<file path="src/rtl/dcache_tag_ctrl_if.sv">
// Bus bundle between the dcache tag controller and its peers (CPU request
// path, tag RAM, memory fill port). master = controller side, slave = peers.
interface dcache_tag_ctrl_if #(
  parameter int TAG_BITS   = 19,
  parameter int INDEX_BITS = 8
);
  logic                  req_valid;
  logic [31:0]           req_addr;
  logic                  req_ready;
  logic                  resp_valid;
  logic                  resp_hit;
  logic                  fill_req;
  logic [31:0]           fill_addr;
  logic                  fill_done;
  logic                  tag_rden;
  logic [INDEX_BITS-1:0] tag_rdaddress;
  logic [TAG_BITS-1:0]   tag_q;
  logic                  tag_wren;
  logic [INDEX_BITS-1:0] tag_wraddress;
  logic [TAG_BITS-1:0]   tag_wdata;

  modport master (
    input  req_valid, req_addr, fill_done, tag_q,
    output req_ready, resp_valid, resp_hit, fill_req, fill_addr,
           tag_rden, tag_rdaddress, tag_wren, tag_wraddress, tag_wdata
  );

  modport slave (
    output req_valid, req_addr, fill_done, tag_q,
    input  req_ready, resp_valid, resp_hit, fill_req, fill_addr,
           tag_rden, tag_rdaddress, tag_wren, tag_wraddress, tag_wdata
  );
endinterface

</file>
<file path="src/rtl/dcache_tag_ctrl.sv">
// Dcache tag lookup / miss-fill controller with local valid bits.
// Optional whole-cache flush is enabled by defining DCACHE_TAG_CTRL_FLUSH_EN.
module dcache_tag_ctrl #(
  parameter int TAG_BITS    = 19,
  parameter int INDEX_BITS  = 8,
  parameter int OFFSET_BITS = 5
) (
  input  logic            clock,
  input  logic            reset,
  dcache_tag_ctrl_if.master bus
`ifdef DCACHE_TAG_CTRL_FLUSH_EN
  ,
  input  logic            flush_req,
  output logic            flush_done
`endif
);
  localparam int NUM_ENTRIES = 1 << INDEX_BITS;

  typedef enum logic [2:0] {
    IDLE,
    LOOKUP,
    FILL,
    UPDATE
`ifdef DCACHE_TAG_CTRL_FLUSH_EN
    ,
    FLUSH
`endif
  } state_t;

  state_t                 state;
  state_t                 next_state;
  logic [TAG_BITS-1:0]    r_tag;
  logic [INDEX_BITS-1:0]  r_idx;
  logic [NUM_ENTRIES-1:0] valid_bits;
  logic [INDEX_BITS-1:0]  req_idx;
  logic [TAG_BITS-1:0]    req_tag;
  logic                   flush_go;
  logic                   accept;
  logic                   hit;
  logic [INDEX_BITS-1:0]  flush_cnt;
  logic                   flush_last;

  assign req_idx = bus.req_addr[OFFSET_BITS +: INDEX_BITS];
  assign req_tag = bus.req_addr[OFFSET_BITS+INDEX_BITS +: TAG_BITS];

`ifdef DCACHE_TAG_CTRL_FLUSH_EN
  assign flush_go   = (state == IDLE) && flush_req;
  assign flush_last = (state == FLUSH) && (flush_cnt == {INDEX_BITS{1'b1}});
`else
  assign flush_go   = 1'b0;
  assign flush_last = 1'b0;
`endif

  // A pending flush takes priority over a CPU request sitting in IDLE.
  assign accept = (state == IDLE) && bus.req_valid && !flush_go;
  assign hit    = valid_bits[r_idx] && (bus.tag_q == r_tag);

  always_ff @(posedge clock) begin
    if (reset) begin
      state <= IDLE;
    end else begin
      state <= next_state;
    end
  end

  always_ff @(posedge clock) begin
    if (reset) begin
      r_tag <= '0;
      r_idx <= '0;
    end else if (accept) begin
      r_tag <= req_tag;
      r_idx <= req_idx;
    end
  end

  // Valid bits are set by a completed fill and cleared by reset or flush.
  always_ff @(posedge clock) begin
    if (reset) begin
      valid_bits <= '0;
      flush_cnt  <= '0;
    end else begin
      if (state == UPDATE) begin
        valid_bits[r_idx] <= 1'b1;
      end
`ifdef DCACHE_TAG_CTRL_FLUSH_EN
      if (state == FLUSH) begin
        valid_bits[flush_cnt] <= 1'b0;
        flush_cnt             <= flush_cnt + 1'b1;
      end else begin
        flush_cnt <= '0;
      end
`endif
    end
  end

  always_comb begin
    next_state = state;
    case (state)
      IDLE: begin
        if (flush_go) begin
`ifdef DCACHE_TAG_CTRL_FLUSH_EN
          next_state = FLUSH;
`endif
        end else if (bus.req_valid) begin
          next_state = LOOKUP;
        end
      end
      LOOKUP:  next_state = hit ? IDLE : FILL;
      FILL:    next_state = bus.fill_done ? UPDATE : FILL;
      UPDATE:  next_state = IDLE;
`ifdef DCACHE_TAG_CTRL_FLUSH_EN
      FLUSH:   next_state = flush_last ? IDLE : FLUSH;
`endif
      default: next_state = IDLE;
    endcase
  end

  // All outputs are forced low while reset is asserted.
  always_comb begin
    bus.req_ready     = 1'b0;
    bus.resp_valid    = 1'b0;
    bus.resp_hit      = 1'b0;
    bus.fill_req      = 1'b0;
    bus.fill_addr     = {r_tag, r_idx, {OFFSET_BITS{1'b0}}};
    bus.tag_rden      = 1'b0;
    bus.tag_rdaddress = r_idx;
    bus.tag_wren      = 1'b0;
    bus.tag_wraddress = r_idx;
    bus.tag_wdata     = r_tag;
`ifdef DCACHE_TAG_CTRL_FLUSH_EN
    flush_done        = 1'b0;
`endif
    case (state)
      IDLE: begin
        bus.req_ready     = !flush_go;
        bus.tag_rden      = accept;
        bus.tag_rdaddress = req_idx;
      end
      LOOKUP: begin
        bus.resp_valid = 1'b1;
        bus.resp_hit   = hit;
      end
      FILL: begin
        bus.fill_req = 1'b1;
      end
      UPDATE: begin
        bus.tag_wren   = 1'b1;
        bus.resp_valid = 1'b1;
        bus.resp_hit   = 1'b1;
      end
`ifdef DCACHE_TAG_CTRL_FLUSH_EN
      FLUSH: begin
        bus.tag_wren      = 1'b1;
        bus.tag_wraddress = flush_cnt;
        bus.tag_wdata     = '0;
        flush_done        = flush_last;
      end
`endif
      default: ;
    endcase
    if (reset) begin
      bus.req_ready     = 1'b0;
      bus.resp_valid    = 1'b0;
      bus.resp_hit      = 1'b0;
      bus.fill_req      = 1'b0;
      bus.fill_addr     = '0;
      bus.tag_rden      = 1'b0;
      bus.tag_rdaddress = '0;
      bus.tag_wren      = 1'b0;
      bus.tag_wraddress = '0;
      bus.tag_wdata     = '0;
`ifdef DCACHE_TAG_CTRL_FLUSH_EN
      flush_done        = 1'b0;
`endif
    end
  end
endmodule

</file>
<file path="src/flat_wrapper.sv">
// flat-port wrapper written by rule: the top's interface ports become plain ports
module dcache_tag_ctrl_flat 
#(
  parameter int TAG_BITS    = 19,
  parameter int INDEX_BITS  = 8,
  parameter int OFFSET_BITS = 5
)
  (clock, reset, bus_req_valid, bus_req_addr, bus_fill_done, bus_tag_q, bus_req_ready, bus_resp_valid, bus_resp_hit, bus_fill_req, bus_fill_addr, bus_tag_rden, bus_tag_rdaddress, bus_tag_wren, bus_tag_wraddress, bus_tag_wdata);
  dcache_tag_ctrl_if #(.TAG_BITS(TAG_BITS), .INDEX_BITS(INDEX_BITS)) bus_i ();
  input  logic clock;
  input  logic reset;
  input wire logic [$bits(bus_i.req_valid)-1:0] bus_req_valid;
  input wire logic [$bits(bus_i.req_addr)-1:0] bus_req_addr;
  input wire logic [$bits(bus_i.fill_done)-1:0] bus_fill_done;
  input wire logic [$bits(bus_i.tag_q)-1:0] bus_tag_q;
  output wire logic [$bits(bus_i.req_ready)-1:0] bus_req_ready;
  output wire logic [$bits(bus_i.resp_valid)-1:0] bus_resp_valid;
  output wire logic [$bits(bus_i.resp_hit)-1:0] bus_resp_hit;
  output wire logic [$bits(bus_i.fill_req)-1:0] bus_fill_req;
  output wire logic [$bits(bus_i.fill_addr)-1:0] bus_fill_addr;
  output wire logic [$bits(bus_i.tag_rden)-1:0] bus_tag_rden;
  output wire logic [$bits(bus_i.tag_rdaddress)-1:0] bus_tag_rdaddress;
  output wire logic [$bits(bus_i.tag_wren)-1:0] bus_tag_wren;
  output wire logic [$bits(bus_i.tag_wraddress)-1:0] bus_tag_wraddress;
  output wire logic [$bits(bus_i.tag_wdata)-1:0] bus_tag_wdata;
  assign bus_i.req_valid = bus_req_valid;
  assign bus_i.req_addr = bus_req_addr;
  assign bus_i.fill_done = bus_fill_done;
  assign bus_i.tag_q = bus_tag_q;
  assign bus_req_ready = bus_i.req_ready;
  assign bus_resp_valid = bus_i.resp_valid;
  assign bus_resp_hit = bus_i.resp_hit;
  assign bus_fill_req = bus_i.fill_req;
  assign bus_fill_addr = bus_i.fill_addr;
  assign bus_tag_rden = bus_i.tag_rden;
  assign bus_tag_rdaddress = bus_i.tag_rdaddress;
  assign bus_tag_wren = bus_i.tag_wren;
  assign bus_tag_wraddress = bus_i.tag_wraddress;
  assign bus_tag_wdata = bus_i.tag_wdata;
  dcache_tag_ctrl #(.TAG_BITS(TAG_BITS), .INDEX_BITS(INDEX_BITS), .OFFSET_BITS(OFFSET_BITS)) u_core (.clock(clock), .reset(reset), .bus(bus_i));
endmodule
</file>
<file path="config.mk">
export PLATFORM = sky130hd
export DESIGN_NAME = dcache_tag_ctrl_flat
export DESIGN_NICKNAME = d
export VERILOG_FILES = /design/src/rtl/dcache_tag_ctrl_if.sv /design/src/rtl/dcache_tag_ctrl.sv /design/src/flat_wrapper.sv
export SDC_FILE = /design/constraint.sdc
export NUM_CORES = 1
export LEC_CHECK = 0
export CAP_MARGIN = 30
export CORE_MARGIN = 8
export CORE_UTILIZATION = 56
export DETAILED_ROUTE_END_ITERATION = 10
export PLACE_DENSITY = 0.86
export SETUP_SLACK_MARGIN = 0.4
export SYNTH_ARGS = -nofsm -noshare
export SYNTH_HDL_FRONTEND = slang
export SYNTH_SLANG_ARGS = --single-unit
</file>
<file path="constraint.sdc">
create_clock -name clock -period 3.1 [get_ports clock]
set_input_delay 0.62 -clock clock [delete_from_list [all_inputs] [get_ports clock]]
set_output_delay 0.62 -clock clock [all_outputs]
set_load 0.02 [all_outputs]
</file>
==> summary.md <==
| Metric | Value |
|---|---|
| WP data required | `2.48 ns` |
| Core ar. | `about 21000 um2` |
| Tcrit/Tclk final | `1.177` |
| Library cells used by synthesis | `47` |
| Yosys top cell by area | `dfxtp_1` |
| Post-route setup slack | `-0.5472 ns` |
| Nets | `1424` |
| Slew headroom | `0.1559` |
| Min cycle time layout | `3.647 ns` |
| Starting DRT DRC Count | `1425` |
| Slew Limit Fails | `0` |
| CP Launch Type | `register` |
| Inserted Clock Buffers | `27` |
| DIE AREA | `25850 um2` |
| Fin. Hold Viols | `0` |
| Number of synthesized register bits | `285` |
| Routed WL | `37620 um` |
| Post-synth EDFFs | `0` |
| Clk Latency, worst-skew pair | `around 0.54 ns` |
| Global-route wire length before repair | `about 55000 um` |
| Post-synthesis sequential area ratio | `0.4860` |
| Seq. cell area | `between 5000 and 6000 um2` |
| Max VDD drop | `0.3468 mV` |
| CP arrival | `approximately 3 ns` |
| # IOs | `~130` |
| Post-Syn Area | `11740 um2` |
| # rows | `53` |
| Fin cells | `around 1700` |
| GPL Wtd Cong | `0.8517` |
| CP Class | `reg2out` |
| Area Growth Syn to Fin | `24.82%` |
| Highest Clock Rate | `274.2 MHz` |
| Ys Warns | `0` |
| WL per Instance | `about 23 um` |
| Multi-input logic area | `between 5000 and 6000 um2` |
| Synth area leaders | `dfxtp_1 (49%), mux4_2 (12%), a21oi_1 (11%)` |
| Antenna-violating nets left | `0` |
| Synthesized area per cell | `9.475 um2` |
| CTS tree | `yes` |
| Most used DFF post-synth | `dfxtp_1` |
| Via count | `10640` |
| DRC | `0` |
| Dpl cells | `1601` |
| Vias in the first global route | `around 10000` |
| Layout cells sized above 1 | `0.1892` |
| Ant diodes | `0` |
| Tot GR Track Use | `0.2645` |
| Max cap viols | `0` |
| Skew final | `0.01765 ns` |
| # port buffers | `117` |
| Design Power | `9.985 mW` |
| RSZ-0062 raised after global routing | `true` |
| Status | `complete, but fails checks` |
| Critical Path Fanout Max | `11` |
| Final setup violating endpoints | `3` |
| HP Class | `reg2reg` |
| Starting Density | `0.5638` |
| Failing checks | `setup timing` |
| Initial antenna violation count | `0` |
| Share of the synthesized area in the top cell type | `0.4860` |
| Cell Pwr Density | `681.3 nW/um2` |
| Total grt overflow | `0` |
| H-tree depth | `1` |
| Post-synthesis async set-or-reset flop share | `0` |
| Die X-Extent | `160.8 um` |
| Hpwl dp | `roughly 23000 um` |
| DR pass1 iterations | `6` |
| Hold_ws | `0.4631 ns` |
| Largest net degree at the start of global routing | `roughly 180` |
| Clock root cell | `clkbuf_16` |
| Leakage power total | `5.676 nW` |
| Via-to-Cell Ratio | `6.390` |
| # clock sinks | `285` |
| Reg clk slew, reported paths | `0.07 ns` |
| CP Capture Type | `output pin` |
| Post-place setup slack | `-0.4144 ns` |
| Worst Tran Pin Value | `1.261 ns` |
| Commonest cells post-synth | `nor2_1 (293), dfxtp_1 (285), a21oi_1 (264), clkbuf_1 (64), mux4_2 (64)` |
| Fill cells | `1350` |
| Synth Instances | `1239` |
| Clock Path Buffers | `3` |
| Die height | `160.8 um` |
| Count leader, synth | `nor2_1` |
registers in the layout, indices dropped and copies added (netlist names):
name               flops
u_core.r_idx           8
u_core.valid_bits    256
u_core.state           2
u_core.r_tag          19
layout make-up:
| type | count | share of cell area |
|---|---|---|
| Clock buffer | 39 | 0.05533 |
| Clock inverter | 11 | 0.008111 |
| Inverter | 4 | 0.001025 |
| Multi-Input combinational cell | 823 | 0.3721 |
| Sequential cell | 285 | 0.3903 |
| Tap cell | 275 | 0.02348 |
| Timing Repair Buffer | 228 | 0.1497 |
layer usage:
layer / vias up / GRT usage / part of all wire
li1: 4555 / - / -
met1: 5070 / 0.3068 / 0.35
met2: 818 / 0.4396 / 0.48
met3: 196 / 0.05708 / 0.11
met4: 0 / 0.1671 / 0.061
met5: - / 0 / 0
per-stage QoR:
step	TNS (ns)	cell area (um2)	util
6_report	-0.7037	14650	0.7038
5_1_grt	-0.7837	14650	0.7038
4_1_cts	-0.4792	14470	0.6949
3_5_place_dp	-0.4144	13440	0.6454
3_3_place_gp	-0.4156	13430	0.6449
2_1_floorplan	0	11770	-
power by group:
group          internal, mW  switching [mW]  leakage, nW  total (mW)
Sequential             3.79           0.141         2.30        3.93
Combinational          1.18            1.48         2.91        2.66
Clock                  1.99            1.41        0.462        3.40
logic make-up (layout without fill, tap and decap cells):
family / Yosys count / in the layout / synth area share
AOI/OAI and AO/OA: 323 / 323 / 0.1541
DFF: 285 / 285 / 0.4860
muxes: 75 / 75 / 0.1351
xor gates and xnor gates: 20 / 20 / 0.01492
buffers and inverters: 135 / 282 / 0.06160
other: 1 / 5 / 0.0003194
and+or+nand+nor: 400 / 400 / 0.1479
layout by cell type, fill, tap and decap left out, drive strengths merged, types with 3 or more instances in the layout:
cell type,netlist,routed
nor2,293,293
dfxtp,285,285
a21oi,264,264
buf,67,110
clkdlybuf4s50,0,94
mux4,66,66
clkbuf,64,44
nand2,30,30
o22a,27,27
nor2b,25,25
dlygate4sd2,0,13
xor2,12,12
nor3,11,11
nor4,10,10
xnor2,8,8
mux2i,7,7
clkinv,1,7
dlymetal6s2s,0,6
o22ai,6,6
a22o,5,5
nand4,5,5
conb,1,5
inv,3,5
nand2b,4,4
and3b,4,4
nand3,4,4
a22oi,4,4
nor3b,4,4
a221oi,4,4
nand3b,3,3
and3,3,3
repair_timing:
action,in CTS,in global routing
pin swaps,1,3
hold buffers,0,0
resized for setup,42,21
buffers inserted,2,8
gates cloned,0,1
endpoints found under the setup margin,25,13
worst max-delay path, stage by stage (launching register included):
cell       delay (ns)
dfxtp_4          0.37
buf_12           0.16
clkbuf_16        0.17
mux4_2           0.57
o22ai_2          0.26
nor4_1           0.10
and3_4           0.17
nor4_4           0.24
buf_4            0.17
a41oi_2          0.10
buf_6            0.16
worst paths after layout:
path	depth (start not counted)	to	slack (ns)	start
worst min register to register	2	u_core.valid_bits[172]	0.46	u_core.valid_bits[172]
worst min-delay path	2	u_core.valid_bits[172]	0.46	u_core.valid_bits[172]
worst max register to register	9	u_core.valid_bits[33]	0.40	u_core.r_idx[3]
worst max-delay path	10	bus_resp_hit	-0.55	u_core.r_idx[1]
No activity file was read; power rests on OpenSTA's default activity.
